==> src/rtl/uart_pkg.sv <==
// UART shared definitions: frame state encoding, data width, idle line level.
// Used by both the transmitter and the receiver side of the serial link.
package uart_pkg;

    localparam int UART_DATA_W = 8;

    // The serial line rests high between frames.
    localparam logic UART_IDLE_LVL = 1'b1;

    // Start bit level is the opposite of the idle level.
    localparam logic UART_START_LVL = ~UART_IDLE_LVL;

    typedef enum logic [2:0] {
        ST_IDLE   = 3'd0,
        ST_START  = 3'd1,
        ST_DATA   = 3'd2,
        ST_PARITY = 3'd3,
        ST_STOP   = 3'd4
    } uart_state_e;

    // Even parity: the parity bit makes the total count of ones even.
    function automatic logic even_parity(
        input logic [UART_DATA_W-1:0] d
    );
        return ^d;
    endfunction

endpackage

==> src/rtl/uart_baud_cnt.sv <==
// Bit-period counter: counts 0..BAUD_DIV-1, flags the last cycle of a bit.
// Ports: clk_i, rst_ni (async low), clr_i (restart at 0), bit_end_o.
module uart_baud_cnt #(
    parameter int BAUD_DIV = 434
) (
    input  logic clk_i,
    input  logic rst_ni,
    input  logic clr_i,
    output logic bit_end_o
);

    localparam int CW = (BAUD_DIV > 1) ? $clog2(BAUD_DIV) : 1;
    localparam logic [CW-1:0] LAST = CW'(BAUD_DIV - 1);

    logic [CW-1:0] cnt_q;
    logic [CW-1:0] cnt_d;

    assign bit_end_o = (cnt_q == LAST);

    // Wrap at the end of a bit so consecutive bits need no extra clear.
    always_comb begin
        cnt_d = cnt_q + CW'(1);
        if (clr_i || bit_end_o) begin
            cnt_d = '0;
        end
    end

    always_ff @(posedge clk_i or negedge rst_ni) begin
        if (!rst_ni) begin
            cnt_q <= '0;
        end else begin
            cnt_q <= cnt_d;
        end
    end

endmodule

==> src/rtl/uart_tx.sv <==
// Byte-wide UART transmitter, 8N1 (8E1 when UART_TX_PARITY_EN is defined).
// Ports: sys_clk, rst_n (async low), tx_data[7:0], tx_req -> txd, tx_busy, tx_done.
module uart_tx
    import uart_pkg::*;
#(
    parameter int CLK_FREQ = 50_000_000,
    parameter int BAUD     = 115200
) (
    input  logic                   sys_clk,
    input  logic                   rst_n,
    input  logic [UART_DATA_W-1:0] tx_data,
    input  logic                   tx_req,
    output logic                   txd,
    output logic                   tx_busy,
    output logic                   tx_done
);

    localparam int BAUD_DIV = CLK_FREQ / BAUD;

    if (BAUD_DIV < 4) begin : g_bad_baud_div
        $error("uart_tx: CLK_FREQ/BAUD must be at least 4");
    end

    uart_state_e            state_q;
    logic [UART_DATA_W-1:0] shreg_q;
    logic [2:0]             bit_idx_q;
    logic                   txd_q;
    logic                   busy_q;
    logic                   done_q;

    logic bit_end;
    logic cnt_clr;

    // Hold the counter at zero while idle so every bit starts aligned
    // with the state entry; inside a frame it wraps on its own.
    assign cnt_clr = (state_q == ST_IDLE);

    uart_baud_cnt #(
        .BAUD_DIV (BAUD_DIV)
    ) u_baud_cnt (
        .clk_i     (sys_clk),
        .rst_ni    (rst_n),
        .clr_i     (cnt_clr),
        .bit_end_o (bit_end)
    );

    // Outputs are registered from the next state, so txd and tx_busy
    // change on the same edge that accepts the request.
    always_ff @(posedge sys_clk or negedge rst_n) begin
        if (!rst_n) begin
            state_q   <= ST_IDLE;
            shreg_q   <= '0;
            bit_idx_q <= '0;
            txd_q     <= UART_IDLE_LVL;
            busy_q    <= 1'b0;
            done_q    <= 1'b0;
        end else begin
            done_q <= 1'b0;
            unique case (state_q)
                ST_IDLE: begin
                    if (tx_req) begin
                        shreg_q   <= tx_data;
                        bit_idx_q <= '0;
                        txd_q     <= UART_START_LVL;
                        busy_q    <= 1'b1;
                        state_q   <= ST_START;
                    end else begin
                        txd_q  <= UART_IDLE_LVL;
                        busy_q <= 1'b0;
                    end
                end
                ST_START: begin
                    if (bit_end) begin
                        bit_idx_q <= '0;
                        txd_q     <= shreg_q[0];
                        state_q   <= ST_DATA;
                    end
                end
                ST_DATA: begin
                    if (bit_end) begin
                        if (bit_idx_q == 3'd7) begin
`ifdef UART_TX_PARITY_EN
                            txd_q   <= even_parity(shreg_q);
                            state_q <= ST_PARITY;
`else
                            txd_q   <= UART_IDLE_LVL;
                            state_q <= ST_STOP;
`endif
                        end else begin
                            bit_idx_q <= bit_idx_q + 3'd1;
                            txd_q     <= shreg_q[bit_idx_q + 3'd1];
                        end
                    end
                end
`ifdef UART_TX_PARITY_EN
                ST_PARITY: begin
                    if (bit_end) begin
                        txd_q   <= UART_IDLE_LVL;
                        state_q <= ST_STOP;
                    end
                end
`endif
                ST_STOP: begin
                    if (bit_end) begin
                        txd_q   <= UART_IDLE_LVL;
                        busy_q  <= 1'b0;
                        done_q  <= 1'b1;
                        state_q <= ST_IDLE;
                    end
                end
                default: begin
                    txd_q   <= UART_IDLE_LVL;
                    busy_q  <= 1'b0;
                    state_q <= ST_IDLE;
                end
            endcase
        end
    end

    assign txd     = txd_q;
    assign tx_busy = busy_q;
    assign tx_done = done_q;

endmodule

==> config.mk <==
export PLATFORM = sky130hd
export DESIGN_NAME = uart_tx
export DESIGN_NICKNAME = d
export VERILOG_FILES = /design/src/rtl/uart_pkg.sv /design/src/rtl/uart_baud_cnt.sv /design/src/rtl/uart_tx.sv
export SDC_FILE = /design/constraint.sdc
export NUM_CORES = 1
export LEC_CHECK = 0
export CELL_PAD_IN_SITES_DETAIL_PLACEMENT = 1
export CELL_PAD_IN_SITES_GLOBAL_PLACEMENT = 1
export CORE_ASPECT_RATIO = 1.75
export CORE_MARGIN = 10
export CORE_UTILIZATION = 30
export DETAILED_ROUTE_END_ITERATION = 12
export PLACE_DENSITY_LB_ADDON = 0.1
export SLEW_MARGIN = 20
export SYNTH_ARGS = -nofsm -noshare
export SYNTH_HDL_FRONTEND = slang
export SYNTH_HIERARCHICAL = 1
export SYNTH_SLANG_ARGS = --single-unit
==> constraint.sdc <==
create_clock -name sys_clk -period 3.75 [get_ports sys_clk]
set_input_delay 0.75 -clock sys_clk [delete_from_list [all_inputs] [get_ports sys_clk]]
set_output_delay 0.75 -clock sys_clk [all_outputs]
set_load 0.01 [all_outputs]
==> flow_metrics.env <==
export IMPL_setup_worst_path_class="reg2reg"
export IMPL_ys_warn_count=6
export IMPL_finClkSkew_ns=0.002912
export IMPL_r2r_start="u_baud_cnt/cnt_q[2]"
export IMPL_muxShareOfSynthArea_pct=12.04
export IMPL_postCtsSetupBuffers=0
export IMPL_first_pass_iters=2
export IMPL_finalSetupViolCount=0
export IMPL_wl_per_cell_um=16.24
export IMPL_synth_compound_area_share_pct=12.48
export IMPL_first_iter_violations=24
export IMPL_p_total_mw=0.5368
export IMPL_path_clk_slew_ns=0.10
export IMPL_startpoint="u_baud_cnt/cnt_q[2]"
export IMPL_cts_buffer_depth=2
export IMPL_syn_nets=140
export IMPL_max_cap_viol_count=0
export IMPL_final_cell_mix="dfrtp_1 (25), clkdlybuf4s50_1 (13), nand2_1 (10)"
export IMPL_via_per_inst=5.183
export IMPL_rows=33
export IMPL_synthCells=125
export IMPL_end_kind="register"
export IMPL_hold_buffers=0
export IMPL_finalHoldViolCount=0
export IMPL_final_common_cell="dfrtp_1"
export IMPL_hp_class="reg2reg"
export IMPL_die_h_um=111.1
export IMPL_diodes=0
export IMPL_setup_worst_path_start_class="register"
export IMPL_async_flop_share_pct=100.0
export IMPL_synthXorXnorAreaFrac_pct=2.460
export IMPL_synthFlopType="dfrtp_1"
export IMPL_io_pins=14
export IMPL_synth_top_family_by_area="simple AND/OR/NAND/NOR gates"
export IMPL_worst_slew_pin_slew_ns=0.7407
export IMPL_min_period_ns=2.405
export IMPL_overflow=0
export IMPL_ys_seq_elements=26
export IMPL_vias=990
export IMPL_cts_tree="yes"
export IMPL_synth_edf_count=0
export IMPL_drive_gt1_share_pct=17.27
export IMPL_ys_seq_area_share_pct=45.78
export IMPL_drc=0
export IMPL_critPathRequiredTime_ns=3.92
export IMPL_synthSimpleGateAreaFrac_pct=18.45
export IMPL_worstHoldStart="shreg_q[3]"
export IMPL_synth_distinct_cells=43
export IMPL_syn_area_per_cell_um2=11.39
export IMPL_die_area_um2=8011
export IMPL_cts_buffers=3
export IMPL_place_congestion=0.7086
export IMPL_cts_sinks=26
export IMPL_portBuffers=13
export IMPL_ctsResizeCount=0
export IMPL_drt_wl_total_um=3101
export IMPL_cts_htree_levels=1
export IMPL_grt_pass1_wl_um=5340
export IMPL_fillers=530
export IMPL_fmax_mhz=415.8
export IMPL_maxSlewHeadroom_pct=50.24
export IMPL_crit_arrival_ns=2.57
export IMPL_grtUsageTotal_pct=8.164
export IMPL_grt_max_degree=27
export IMPL_path_max_fanout=8
export IMPL_setup_tns_ns=0
export IMPL_dp_hpwl_um=2426
export IMPL_cellPowerDensity_nw_per_um2=324.8
export IMPL_antenna_found_initial=0
export IMPL_postRouteAntennaNets=0
export IMPL_synth_area_um2=1424
export IMPL_nets=155
export IMPL_grt_pass1_vias=1119
export IMPL_min_period_over_period_pct=64.13
export IMPL_p_leak_nw=0.7255
export IMPL_status="completed"
export IMPL_syn2layout_area_growth_pct=16.08
export IMPL_slew_violations=0
export IMPL_vdd_drop_max_v=0.0001732
export IMPL_clk_latency_ns=0.27
export IMPL_coreArea_um2=4624
export IMPL_rsz0062_at_grt="no"
export IMPL_start_util_pct=30.79
export IMPL_die_x_um=72.08
export IMPL_synth_fa_ha_area_share_pct=3.515
export IMPL_clockRootBuffer="clkbuf_8"
## through the flow
| step | setup WS [ns] | utilization (%) | hold slack, ns | instance area, µm² | cells |
|---|---|---|---|---|---|
| 5_1_grt | 1.189 | 35.74 | 0.5409 | 1653 | 191 |
| 6_report | 1.345 | 35.74 | 0.5113 | 1653 | 191 |
| 3_5_place_dp | 1.377 | 34.20 | 0.4955 | 1582 | 187 |
| 3_3_place_gp | 1.448 | 34.20 | 0.4869 | 1582 | 187 |
| 2_1_floorplan | 1.624 | - | 0.4544 | 1424 | 125 |
| 4_1_cts | 1.358 | 35.74 | 0.5190 | 1653 | 191 |
## worst max-delay path, cell delays in order (launching register included)
cell and delay, ns:
dfrtp_1 0.46, or3_4 0.43, nor3_1 0.59, nand2_1 0.20, a21oi_1 0.20, o21ai_2 0.11, mux2_4 0.31
## kinds of logic (layout without fill, tap and decap cells)
logic type	after synthesis	count (layout)
multiplexers	14	14
AND/OR/NAND/NOR	41	41
buffers and inverters	12	26
XOR/XNOR	4	4
AO/OA/AOI/OAI	24	24
adder cells (fa/ha/maj)	4	4
flip-flops	26	26
## cells in the mapped netlist, types with 2 or more instances
library cell  count  area (µm²)
or3_1             2       12.51
ha_1              4       50.05
nand3_1           3       15.01
nor3_1            4       20.02
mux2_2            8       90.09
a31oi_1           4       25.02
nand2b_1          2       12.51
buf_6             4       45.04
nand2b_4          2       27.53
nor2_1            6       22.52
xor2_1            3       26.28
nand2_1          10       37.54
a21oi_1           5       25.02
nand4_1           2       12.51
inv_1             8       30.03
o21ai_0           3       15.01
dfrtp_1          25       625.6
mux2i_1           4       40.04
o211ai_1          2       15.01
## path summary, 6_finish.rpt
kind / endpoint / slack, ns / cells past startpoint
min in group asynchronous: state_q[2] / 0.84 / 2
min reg2reg: shreg_q[3] / 0.51 / 1
max in group asynchronous: txd / 2.61 / 2
max reg2reg: bit_idx_q[0] / 1.34 / 6
min: shreg_q[3] / 0.51 / 1
max: bit_idx_q[0] / 1.34 / 6
## registers in the layout (all words and copies together) (netlist names)
| name | flops |
|---|---|
| bit_idx_q | 3 |
| shreg_q | 8 |
| state_q | 3 |
| tx_busy | 1 |
| tx_done | 1 |
| txd | 1 |
| u_baud_cnt/cnt_q | 9 |
## layer usage
metal	share of wire, %	global-route usage (%)	up-vias
met5	0	0	-
met4	0.87	3.113	0
met3	2.8	1.703	2
met2	59	15.64	8
met1	38	7.913	501
li1	-	-	479
## report_power, final
part	internal (mW)	switching (mW)	total [mW]
Clock	0.143	0.0966	0.240
Combinational	0.00975	0.00734	0.0171
Sequential	0.280	0	0.280
Total	0.433	0.104	0.537
## final cells by class
class,instances,area [µm²],area share [%]
Inverter,8,30.03,1.817
Timing Repair Buffer,14,137.6,8.327
Sequential cell,26,651.9,39.44
Clock inverter,1,30.03,1.817
Tap cell,52,65.06,3.936
Clock buffer,3,41.29,2.498
Multi-Input combinational cell,87,696.9,42.16
No activity file was read; power rests on OpenSTA's default activity.
